`src/rtl/dlatch_arb_pkg.sv`:
```
// Shared types for the D-latch write arbiter: FSM states, bank owner encoding
// and the round-robin winner selection.
package dlatch_arb_pkg;

    typedef enum logic [1:0] {
        IDLE,
        SETUP,
        ENABLE,
        RELEASE
    } arb_state_t;

    typedef enum logic {
        OWNER_A,
        OWNER_B
    } owner_t;

    localparam owner_t OWNER_RESET = OWNER_B;
    localparam int     CNT_W       = 4;

    // A tie goes to whichever requester was not served last.
    function automatic owner_t pick_winner(input owner_t last, input logic req_a,
                                           input logic req_b);
        if (req_a && req_b) begin
            return (last == OWNER_A) ? OWNER_B : OWNER_A;
        end
        return req_a ? OWNER_A : OWNER_B;
    endfunction

endpackage

```
`src/rtl/dlatch_write_arbiter_if.sv`:
```
// Requester/latch-bank signal bundle for dlatch_write_arbiter. The latch
// readback and error flag exist only when DLATCH_ARB_CHECK_EN is defined.
interface dlatch_write_arbiter_if #(
    parameter int WIDTH = 4
);
    logic             reqA;
    logic [WIDTH-1:0] dataA;
    logic             reqB;
    logic [WIDTH-1:0] dataB;
    logic             gntA;
    logic             gntB;
    logic             doneA;
    logic             doneB;
    logic [WIDTH-1:0] latchD;
    logic             latchEn;
    logic             busy;
`ifdef DLATCH_ARB_CHECK_EN
    logic [WIDTH-1:0] latchQ;
    logic [WIDTH-1:0] latchQinv;
    logic             err;

    modport master (
        output reqA, dataA, reqB, dataB, latchQ, latchQinv,
        input  gntA, gntB, doneA, doneB, latchD, latchEn, busy, err
    );
    modport slave (
        input  reqA, dataA, reqB, dataB, latchQ, latchQinv,
        output gntA, gntB, doneA, doneB, latchD, latchEn, busy, err
    );
`else
    modport master (
        output reqA, dataA, reqB, dataB,
        input  gntA, gntB, doneA, doneB, latchD, latchEn, busy
    );
    modport slave (
        input  reqA, dataA, reqB, dataB,
        output gntA, gntB, doneA, doneB, latchD, latchEn, busy
    );
`endif
endinterface

```
`src/rtl/dlatch_hold_counter.sv`:
```
// Loadable 4-bit down-counter that times the latch enable window.
module dlatch_hold_counter
    import dlatch_arb_pkg::*;
(
    input  logic             clock,
    input  logic             resetN,
    input  logic             load,
    input  logic             dec,
    input  logic [CNT_W-1:0] load_value,
    output logic             zero
);
    logic [CNT_W-1:0] count;

    // NOTE: sequential state uses non-blocking assignments so every flop
    // samples values from before the edge, regardless of block ordering.
    always_ff @(posedge clock or negedge resetN) begin
        if (!resetN) begin
            count <= '0;
        end else if (load) begin
            count <= load_value;
        end else if (dec && (count != '0)) begin
            count <= count - CNT_W'(1);
        end
    end

    assign zero = (count == '0);

endmodule

```
`src/rtl/dlatch_write_arbiter.sv`:
```
// Round-robin setup/enable/hold sequencer sharing one gated D-latch bank
// between two requesters. Define DLATCH_ARB_CHECK_EN for latch readback checking.
module dlatch_write_arbiter
    import dlatch_arb_pkg::*;
#(
    parameter int WIDTH       = 4,
    parameter int HOLD_CYCLES = 2
) (
    input logic                   clock,
    input logic                   resetN,
    dlatch_write_arbiter_if.slave bus
);
    arb_state_t       state, state_next;
    owner_t           owner, owner_next;
    logic [WIDTH-1:0] latch_d, data_next;
    logic             grant;
    logic             cnt_load, cnt_dec, cnt_zero;
    logic             gnt_a, gnt_b, done_a, done_b, latch_en, busy;

    dlatch_hold_counter u_hold (
        .clock      (clock),
        .resetN     (resetN),
        .load       (cnt_load),
        .dec        (cnt_dec),
        .load_value (CNT_W'(HOLD_CYCLES - 1)),
        .zero       (cnt_zero)
    );

    // NOTE: every signal written here gets a default first, so no path leaves
    // one unassigned and no latch is inferred.
    always_comb begin
        state_next = state;
        owner_next = owner;
        data_next  = latch_d;
        grant      = 1'b0;
        cnt_load   = 1'b0;
        cnt_dec    = 1'b0;
        unique case (state)
            IDLE: begin
                if (bus.reqA || bus.reqB) begin
                    owner_next = pick_winner(owner, bus.reqA, bus.reqB);
                    grant      = 1'b1;
                    state_next = SETUP;
                end
            end
            SETUP: begin
                cnt_load   = 1'b1;
                state_next = ENABLE;
            end
            ENABLE: begin
                if (cnt_zero) begin
                    state_next = RELEASE;
                end else begin
                    cnt_dec = 1'b1;
                end
            end
            RELEASE: begin
                // Only the non-owner can take over directly; the finisher waits.
                state_next = IDLE;
                if ((owner == OWNER_A) ? bus.reqB : bus.reqA) begin
                    owner_next = (owner == OWNER_A) ? OWNER_B : OWNER_A;
                    grant      = 1'b1;
                    state_next = SETUP;
                end
            end
        endcase
        if (grant) begin
            data_next = (owner_next == OWNER_A) ? bus.dataA : bus.dataB;
        end
    end

    // Outputs are decoded from the next state so they leave flops aligned with it.
    always_ff @(posedge clock or negedge resetN) begin
        if (!resetN) begin
            state    <= IDLE;
            owner    <= OWNER_RESET;
            latch_d  <= '0;
            gnt_a    <= 1'b0;
            gnt_b    <= 1'b0;
            done_a   <= 1'b0;
            done_b   <= 1'b0;
            latch_en <= 1'b0;
            busy     <= 1'b0;
        end else begin
            state    <= state_next;
            owner    <= owner_next;
            latch_d  <= data_next;
            gnt_a    <= (state_next != IDLE) && (owner_next == OWNER_A);
            gnt_b    <= (state_next != IDLE) && (owner_next == OWNER_B);
            done_a   <= (state_next == RELEASE) && (owner_next == OWNER_A);
            done_b   <= (state_next == RELEASE) && (owner_next == OWNER_B);
            latch_en <= (state_next == ENABLE);
            busy     <= (state_next != IDLE);
        end
    end

    assign bus.gntA    = gnt_a;
    assign bus.gntB    = gnt_b;
    assign bus.doneA   = done_a;
    assign bus.doneB   = done_b;
    assign bus.latchD  = latch_d;
    assign bus.latchEn = latch_en;
    assign bus.busy    = busy;

`ifdef DLATCH_ARB_CHECK_EN
    logic err;

    // Sticky: a bad readback in any RELEASE is held until reset.
    always_ff @(posedge clock or negedge resetN) begin
        if (!resetN) begin
            err <= 1'b0;
        end else if ((state == RELEASE) &&
                     ((bus.latchQ != latch_d) || (bus.latchQinv != ~latch_d))) begin
            err <= 1'b1;
        end
    end

    assign bus.err = err;
`endif

endmodule

```
`src/flat_wrapper.sv`:
```
// flat-port wrapper written by rule: the top's interface ports become plain ports
module dlatch_write_arbiter_flat import dlatch_arb_pkg::*;
#(
    parameter int WIDTH       = 4,
    parameter int HOLD_CYCLES = 2
)
  (clock, resetN, bus_reqA, bus_dataA, bus_reqB, bus_dataB, bus_gntA, bus_gntB, bus_doneA, bus_doneB, bus_latchD, bus_latchEn, bus_busy);
  dlatch_write_arbiter_if #(.WIDTH(WIDTH)) bus_i ();
  input logic clock;
  input logic resetN;
  input wire logic [$bits(bus_i.reqA)-1:0] bus_reqA;
  input wire logic [$bits(bus_i.dataA)-1:0] bus_dataA;
  input wire logic [$bits(bus_i.reqB)-1:0] bus_reqB;
  input wire logic [$bits(bus_i.dataB)-1:0] bus_dataB;
  output wire logic [$bits(bus_i.gntA)-1:0] bus_gntA;
  output wire logic [$bits(bus_i.gntB)-1:0] bus_gntB;
  output wire logic [$bits(bus_i.doneA)-1:0] bus_doneA;
  output wire logic [$bits(bus_i.doneB)-1:0] bus_doneB;
  output wire logic [$bits(bus_i.latchD)-1:0] bus_latchD;
  output wire logic [$bits(bus_i.latchEn)-1:0] bus_latchEn;
  output wire logic [$bits(bus_i.busy)-1:0] bus_busy;
  assign bus_i.reqA = bus_reqA;
  assign bus_i.dataA = bus_dataA;
  assign bus_i.reqB = bus_reqB;
  assign bus_i.dataB = bus_dataB;
  assign bus_gntA = bus_i.gntA;
  assign bus_gntB = bus_i.gntB;
  assign bus_doneA = bus_i.doneA;
  assign bus_doneB = bus_i.doneB;
  assign bus_latchD = bus_i.latchD;
  assign bus_latchEn = bus_i.latchEn;
  assign bus_busy = bus_i.busy;
  dlatch_write_arbiter #(.WIDTH(WIDTH), .HOLD_CYCLES(HOLD_CYCLES)) u_core (.clock(clock), .resetN(resetN), .bus(bus_i));
endmodule
```
`config.mk`:
```
export PLATFORM = sky130hd
export DESIGN_NAME = dlatch_write_arbiter_flat
export DESIGN_NICKNAME = d
export VERILOG_FILES = /design/src/rtl/dlatch_arb_pkg.sv /design/src/rtl/dlatch_write_arbiter_if.sv /design/src/rtl/dlatch_hold_counter.sv /design/src/rtl/dlatch_write_arbiter.sv /design/src/flat_wrapper.sv
export SDC_FILE = /design/constraint.sdc
export NUM_CORES = 1
export LEC_CHECK = 0
export CAP_MARGIN = 5
export CORE_UTILIZATION = 47
export CTS_CLUSTER_DIAMETER = 150
export DETAILED_ROUTE_END_ITERATION = 10
export PLACE_DENSITY = 0.73
export SETUP_SLACK_MARGIN = 0.3
export SLEW_MARGIN = 20
export SYNTH_ARGS = -nofsm -noshare
export SYNTH_HDL_FRONTEND = slang
export SYNTH_SLANG_ARGS = --single-unit
```
`constraint.sdc`:
```
create_clock -name clock -period 2 [get_ports clock]
set_clock_uncertainty 0.05 [all_clocks]
set_input_delay 0.5 -clock clock [delete_from_list [all_inputs] [get_ports clock]]
set_output_delay 0.5 -clock clock [all_outputs]
set_load 0.01 [all_outputs]
```
Yosys cells after proc, flatten, opt, wreduce, memory -nomap -nowiden
Index checks and enable logic that the tools add are counted.
- bits in registers: 17
- input port bits: 12
- output and inout port bits: 10
- word-level logic and storage cells: 53
- add/subtract/negate cells: 1
- equality and inequality tests: 5
- muxes and demuxes: 24
- bitwise operators: 1
- reduce and logical (&&, ||, !) cells: 12
- operators by type and width (kind ; count):
    1-bit 2-to-1 mux ; 16
    4-bit 2-to-1 mux ; 3
    2-bit == test (second input constant) ; 4
    2-bit one-hot mux with 4 select lines ; 1
    1-bit logical AND ; 6
    4-bit logical NOT ; 1
    2-bit 2-to-1 mux ; 2
    1-bit one-hot mux with 2 select lines ; 2
    2-bit nonzero test ; 2
    4-bit nonzero test ; 1
    4-bit by 1-bit subtractor with 4-bit output (second input constant) ; 1
    2-bit by 1-bit == test with 1-bit output (second input constant) ; 1
    2-bit logical NOT ; 1
    1-bit logical OR ; 1
    1-bit inverter ; 1

Depth between registers and ports, before layout
- word-level depth: 9
- gate-level depth with buffers: 6
- depth with buffers taken out: 6

Modules after synthesis
From an unflattened synthesis, not the netlist that was laid out.
- cells, all modules: 97
- area, all modules: 959.7 um2
- by module, submodules not included (module ; instances ; cells an instance ; area an instance (um2) ; seq. area each (um2)):
    dlatch_write_arbiter ; 1 ; 70 ; 689.4 ; 326.6
    dlatch_hold_counter ; 1 ; 27 ; 270.3 ; 100.1

Worst setup path after synthesis
No wires, ideal clock.
- path kind: register -> register
- start point: register u_core.state[0]
- end point: register u_core.latch_d[0] (netlist: u_core.bus.latchD[0])
- setup time: 0.082 ns
- arrival: 1.667 ns
- data required time: 1.868 ns
- path slack: 0.201 ns
- stages on the path, launching flop included: 7
- path buffers: 0
- clock period less this slack: 1.799 ns
- cells stage by stage: dfrtp_1 inv_1 ha_1 nand2_1 o21ai_1 or3b_2 a31oi_1
- word-level cells in the longest chain between the ends: 3
- elaborated cells between the ends (all ways): 5
- classes of those cells: 1 x eq/ne; 3 x mux; 1 x reduce/logical
- RTL lines (item ; RTL line ; text):
    start, declared ; dlatch_write_arbiter.sv:13 ; arb_state_t state, state_next;
    start signal, assigned ; dlatch_write_arbiter.sv:85 ; state <= state_next;
    2-bit == test / 2-bit logical NOT (equally long branches) ; dlatch_write_arbiter.sv:38 ; unique case (state)
    1-bit one-hot mux with 2 select lines ; dlatch_write_arbiter.sv:38 ;
    4-bit 2-to-1 mux ; dlatch_write_arbiter.sv:68 ; data_next = (owner_next == OWNER_A) ? bus.dataA : bus.dataB;
    end signal, assigned ; dlatch_write_arbiter.sv:87 ; latch_d <= data_next;
    end, declared ; dlatch_write_arbiter.sv:15 ; logic [WIDTH-1:0] latch_d, data_next;
Parallel ways exist; a longest one is shown, timed or not.
A chain may end at the register's enable or synchronous reset.

Worst setup path in the final report
- start point: register u_core.u_hold.count[0]
- end point: register u_core.done_a (netlist: u_core.bus.doneA)
- word-level cells in the longest chain between the ends: 5
- RTL lines (item ; RTL line ; text):
    start, declared ; dlatch_hold_counter.sv:12 ; logic [CNT_W-1:0] count;
    start signal, assigned ; dlatch_hold_counter.sv:20 ; count <= load_value;
    start signal, assigned ; dlatch_hold_counter.sv:22 ; count <= count - CNT_W'(1);
    4-bit logical NOT ; dlatch_hold_counter.sv:26 ; assign zero = (count == '0);
    2-bit 2-to-1 mux ; dlatch_write_arbiter.sv:51 ; if (cnt_zero) begin
    2-bit one-hot mux with 4 select lines ; dlatch_write_arbiter.sv:38 ;
    via u_core.state_next[0] ; dlatch_write_arbiter.sv:13 ;
    2-bit == test ; dlatch_write_arbiter.sv:90 ; done_a <= (state_next == RELEASE) && (owner_next == OWNER_A);
    1-bit logical AND ; dlatch_write_arbiter.sv:90 ;
    end signal, assigned ; dlatch_write_arbiter.sv:90 ;
    end, declared ; dlatch_write_arbiter.sv:18 ; logic gnt_a, gnt_b, done_a, done_b, latch_en, busy;
The timed path passes the listed nets, and every way through them passes these cells.

==> impl_metrics.prom <==
# TYPE chip_impl_metric gauge
chip_impl_info{name="status",value="finished, final reports clean"} 1
chip_impl_metric{name="detailed_place_hpwl",unit="mm"} 1.28
chip_impl_metric{name="p_per_area",unit="nW/um^2"} 1740
chip_impl_metric{name="cts.hold.buffers_added",unit=""} 0
chip_impl_metric{name="cts.path.max_buffers",unit=""} 2
chip_impl_metric{name="fin_total_pwr",unit="W"} 0.00256
chip_impl_metric{name="nNetsFinal",unit=""} 148
chip_impl_metric{name="global_route.usage.total",unit="%"} 23.3
chip_impl_info{name="critical_path.startpoint_type",value="flip-flop"} 1
chip_impl_metric{name="fp.dieArea",unit="sq um"} 2090
chip_impl_metric{name="post_drt_via_cell_ratio",unit=""} 5.29
chip_impl_metric{name="critical_path_arrival",unit="ps"} 1950
chip_impl_info{name="worst_r2r_startpoint",value="u_core.u_hold.count[0]$_DFFE_PN0P_"} 1
chip_impl_metric{name="worstMarginPinSlew",unit="ps"} 453
chip_impl_metric{name="synth-async-reset-ratio",unit="%"} 100
chip_impl_metric{name="grt_overflow",unit=""} 0
chip_impl_metric{name="netlist_instances",unit=""} 79
chip_impl_metric{name="grt_start_max_net_pins",unit=""} 11
chip_impl_metric{name="route.vias.total",unit=""} 814
chip_impl_metric{name="maxSlewViolCount",unit=""} 0
chip_impl_metric{name="regArea",unit="sq um"} 428
chip_impl_metric{name="synthDominantCellAreaShare",unit="%"} 44.6
chip_impl_metric{name="synth_sequential_area_ratio",unit="%"} 47.6
chip_impl_metric{name="floorplan.initialDensity",unit="%"} 50.9
chip_impl_metric{name="reg2reg_slack",unit="ps"} 210
chip_impl_metric{name="multi_input_comb_area",unit="sq um"} 559
chip_impl_metric{name="num-fill-cells",unit=""} 111
chip_impl_info{name="yosys-top-cells-area",value="dfrtp_1 45%, ha_1 8.4%, or3b_2 3.9%"} 1
chip_impl_metric{name="p_leak",unit="nW"} 0.708
chip_impl_metric{name="number_of_antenna_violations_at_the_first_check_in_global_routing",unit=""} 0
chip_impl_metric{name="placeableCoreArea",unit="sq um"} 1760
chip_impl_info{name="yosys-top-cells-count",value="16 x dfrtp_1, 6 x ha_1, 5 x inv_1, 5 x nor3_1"} 1
chip_impl_metric{name="total_placed_instance_area",unit="sq um"} 1180
chip_impl_metric{name="antenna_violating_nets_post_route",unit=""} 0
chip_impl_metric{name="floorplan.die.width",unit="um"} 45.7
chip_impl_metric{name="remaining_drc_errors",unit=""} 0
chip_impl_metric{name="syn_nets",unit=""} 97
chip_impl_metric{name="number_of_enable_flip_flop_cells_after_synthesis",unit=""} 0
chip_impl_info{name="synth_top_area_cell",value="dfrtp_1"} 1
chip_impl_metric{name="drt-wirelength-per-cell",unit="um"} 15.8
chip_impl_metric{name="unique_masters_post_synth",unit=""} 33
chip_impl_metric{name="drtPass1Iterations",unit=""} 5
chip_impl_metric{name="worst_r2r_path_depth",unit=""} 6
chip_impl_metric{name="die_h",unit="um"} 45.7
chip_impl_metric{name="postLayoutCoreUtil",unit="%"} 83.5
chip_impl_metric{name="clkSlewWorstSetupHoldPaths",unit="ps"} 90
chip_impl_metric{name="clock_sinks",unit=""} 17
chip_impl_metric{name="yosysWarnings",unit=""} 0
chip_impl_metric{name="critPathRequiredTime",unit="ps"} 2160
chip_impl_metric{name="antenna_cells_inserted",unit=""} 0
chip_impl_info{name="cts_root_cell",value="clkbuf_4"} 1
chip_impl_metric{name="setup-violations-final",unit=""} 0
chip_impl_metric{name="critical_path_peak_fanout",unit=""} 7
chip_impl_metric{name="first_global_vias",unit=""} 713
chip_impl_metric{name="largest_vdd_supply_drop",unit="V"} 0.00127
chip_impl_info{name="tritoncts",value="yes"} 1
chip_impl_metric{name="area_growth_syn_to_layout",unit="%"} 64.2
chip_impl_metric{name="place.gp.congestion",unit=""} 0.766
chip_impl_info{name="path_class",value="flip-flop to flip-flop"} 1
chip_impl_metric{name="drt-total-wl",unit="mm"} 2.43
chip_impl_info{name="synth-main-ff-cell",value="dfrtp_1"} 1
chip_impl_info{name="rsz0062_at_grt",value="yes"} 1
chip_impl_metric{name="period_share",unit="%"} 89.7
chip_impl_metric{name="wire_length_of_the_first_global_routing_pass",unit="mm"} 3.34
chip_impl_info{name="hold_class",value="input pin to asynchronous set/reset pin"} 1
chip_impl_metric{name="fin_tns_setup",unit="ps"} 0
chip_impl_metric{name="fraction_of_layout_cells_with_a_size_suffix_above_1",unit="%"} 45.0
chip_impl_metric{name="synth-seq-cells",unit=""} 17
chip_impl_metric{name="place.port_buffers",unit=""} 21
chip_impl_metric{name="slew_headroom",unit="%"} 69.7
chip_impl_metric{name="clock_network_latency_to_the_later_pin_of_the_worst_skew_pair",unit="ps"} 280
chip_impl_metric{name="fp-row-count",unit=""} 15
chip_impl_metric{name="fmaxAchievable",unit="MHz"} 557
chip_impl_info{name="critical_path.endpoint_type",value="flip-flop"} 1
chip_impl_metric{name="io_pins",unit=""} 22
chip_impl_metric{name="post_synth_instance_area",unit="sq um"} 897
chip_impl_metric{name="final-hold-violation-count",unit=""} 0
chip_impl_metric{name="layout_min_cycle_time",unit="ps"} 1790
chip_impl_info{name="endpoint_of_the_worst_register_to_register_path",value="u_core.bus.doneA$_DFF_PN0_"} 1
chip_impl_metric{name="finish.instance_area",unit="sq um"} 1470
chip_impl_metric{name="synthesis.area_per_instance",unit="sq um"} 11.4
chip_impl_metric{name="initial_drc_count",unit=""} 24
chip_impl_metric{name="ctsHtreeMaxLevel",unit=""} 1
chip_impl_metric{name="max_capacitance_violation_total",unit=""} 0
chip_impl_metric{name="tritoncts.num_buffers",unit=""} 3
chip_impl_info{name="yosysMostFrequentCell",value="dfrtp_1"} 1
[metrics by stage]
| step | hold slack (ps) | std cells | worst slack [ps] |
|---|---|---|---|
| floorplan | 154 | 79 | 343 |
| global route | 481 | 154 | 125 |
| finish | 476 | 154 | 206 |
| global placement | 475 | 128 | -9.58 |
| detailed placement | 488 | 128 | -17.8 |
| CTS | 491 | 143 | 273 |
[cells by family (layout without fill, tap and decap cells)]
group / count (synthesis) / after routing / synth area share, %
AND/OR/NAND/NOR: 30 / 31 / 23.8
AO/OA/AOI/OAI: 17 / 17 / 13.9
flip-flops: 17 / 17 / 47.6
adder cells (fa/ha/maj): 6 / 6 / 8.37
buffers and inverters: 5 / 54 / 2.09
XOR/XNOR: 3 / 3 / 2.93
multiplexers: 1 / 1 / 1.26
[power breakdown]
group | total, W | switching (W) | internal, W | leakage, nW
Clock | 0.000176 | 0.0000990 | 0.0000773 | 0.0150
Combinational | 0.00176 | 0.000816 | 0.000947 | 0.490
Sequential | 0.000616 | 0.000104 | 0.000512 | 0.202
Total | 0.00256 | 0.00102 | 0.00154 | 0.708
[metal layers]
| metal | track usage [%] | wire length [um] | up-vias |
|---|---|---|---|
| met4 | 8.82 | 44 | 0 |
| met1 | 31.2 | 1050 | 397 |
| met3 | 5.16 | 100 | 6 |
| met2 | 36.6 | 1240 | 29 |
| met5 | 0 | 0 | - |
| li1 | - | - | 382 |
[timing repair]
action,CTS,global route
pin swaps,8,11
gates resized for setup,16,23
endpoints found under the hold margin,0,0
cloned,1,0
endpoints found under the setup margin,16,15
setup buffers,10,11
[registers in the layout (all words and copies together), names as in the netlist]
signal and count:
u_core.bus.latchD 4, u_core.bus.latchEn 1, u_core.bus.gntB 1, u_core.owner 1, u_core.state 2, u_core.bus.gntA 1
u_core.bus.busy 1, u_core.bus.doneA 1, u_core.u_hold.count 4, u_core.bus.doneB 1
[layout by cell type (no fill, tap or decap), types with 4 or more instances in the layout]
| cell | n |
|---|---|
| buf_4 | 21 |
| dfrtp_1 | 15 |
| clkdlybuf4s50_1 | 9 |
| dlymetal6s2s_1 | 6 |
| dlygate4sd2_1 | 6 |
| inv_2 | 5 |
| or3b_4 | 5 |
| nor3_1 | 5 |
| nor2_1 | 4 |
| a31oi_1 | 4 |
| ha_1 | 4 |
[worst max-delay path: stages, from the launching register on]
cell,delay (ps)
dfrtp_1,410
inv_2,60
ha_1,120
or3b_4,380
a21bo_1,240
a21oi_4,250
nor3b_2,200
[worst max-delay path by stage]
stage	start	endpoint	slack (ps)
after floorplan	u_core.u_hold.count[0]$_DFFE_PN0P_	u_core.bus.doneA$_DFF_PN0_	340
after global placement	bus_reqA	u_core.bus.latchD[0]$_DFFE_PN0P_	-10
after detailed placement	bus_reqA	u_core.bus.latchD[1]$_DFFE_PN0P_	-20
after CTS	u_core.u_hold.count[0]$_DFFE_PN0P_	u_core.bus.doneA$_DFF_PN0_	270
after global routing	u_core.u_hold.count[0]$_DFFE_PN0P_	u_core.bus.doneA$_DFF_PN0_	130
final	u_core.u_hold.count[0]$_DFFE_PN0P_	u_core.bus.doneA$_DFF_PN0_	210
[cell type report]
| type | instances | area share (%) |
|---|---|---|
| repair buffers | 45 | 27.8 |
| multi-input cells | 58 | 38.0 |
| inverters | 5 | 1.27 |
| flip-flops and latches | 17 | 29.1 |
| clock buffers | 4 | 1.78 |
| well taps | 25 | 2.12 |
(Power assumes the default switching activity.)
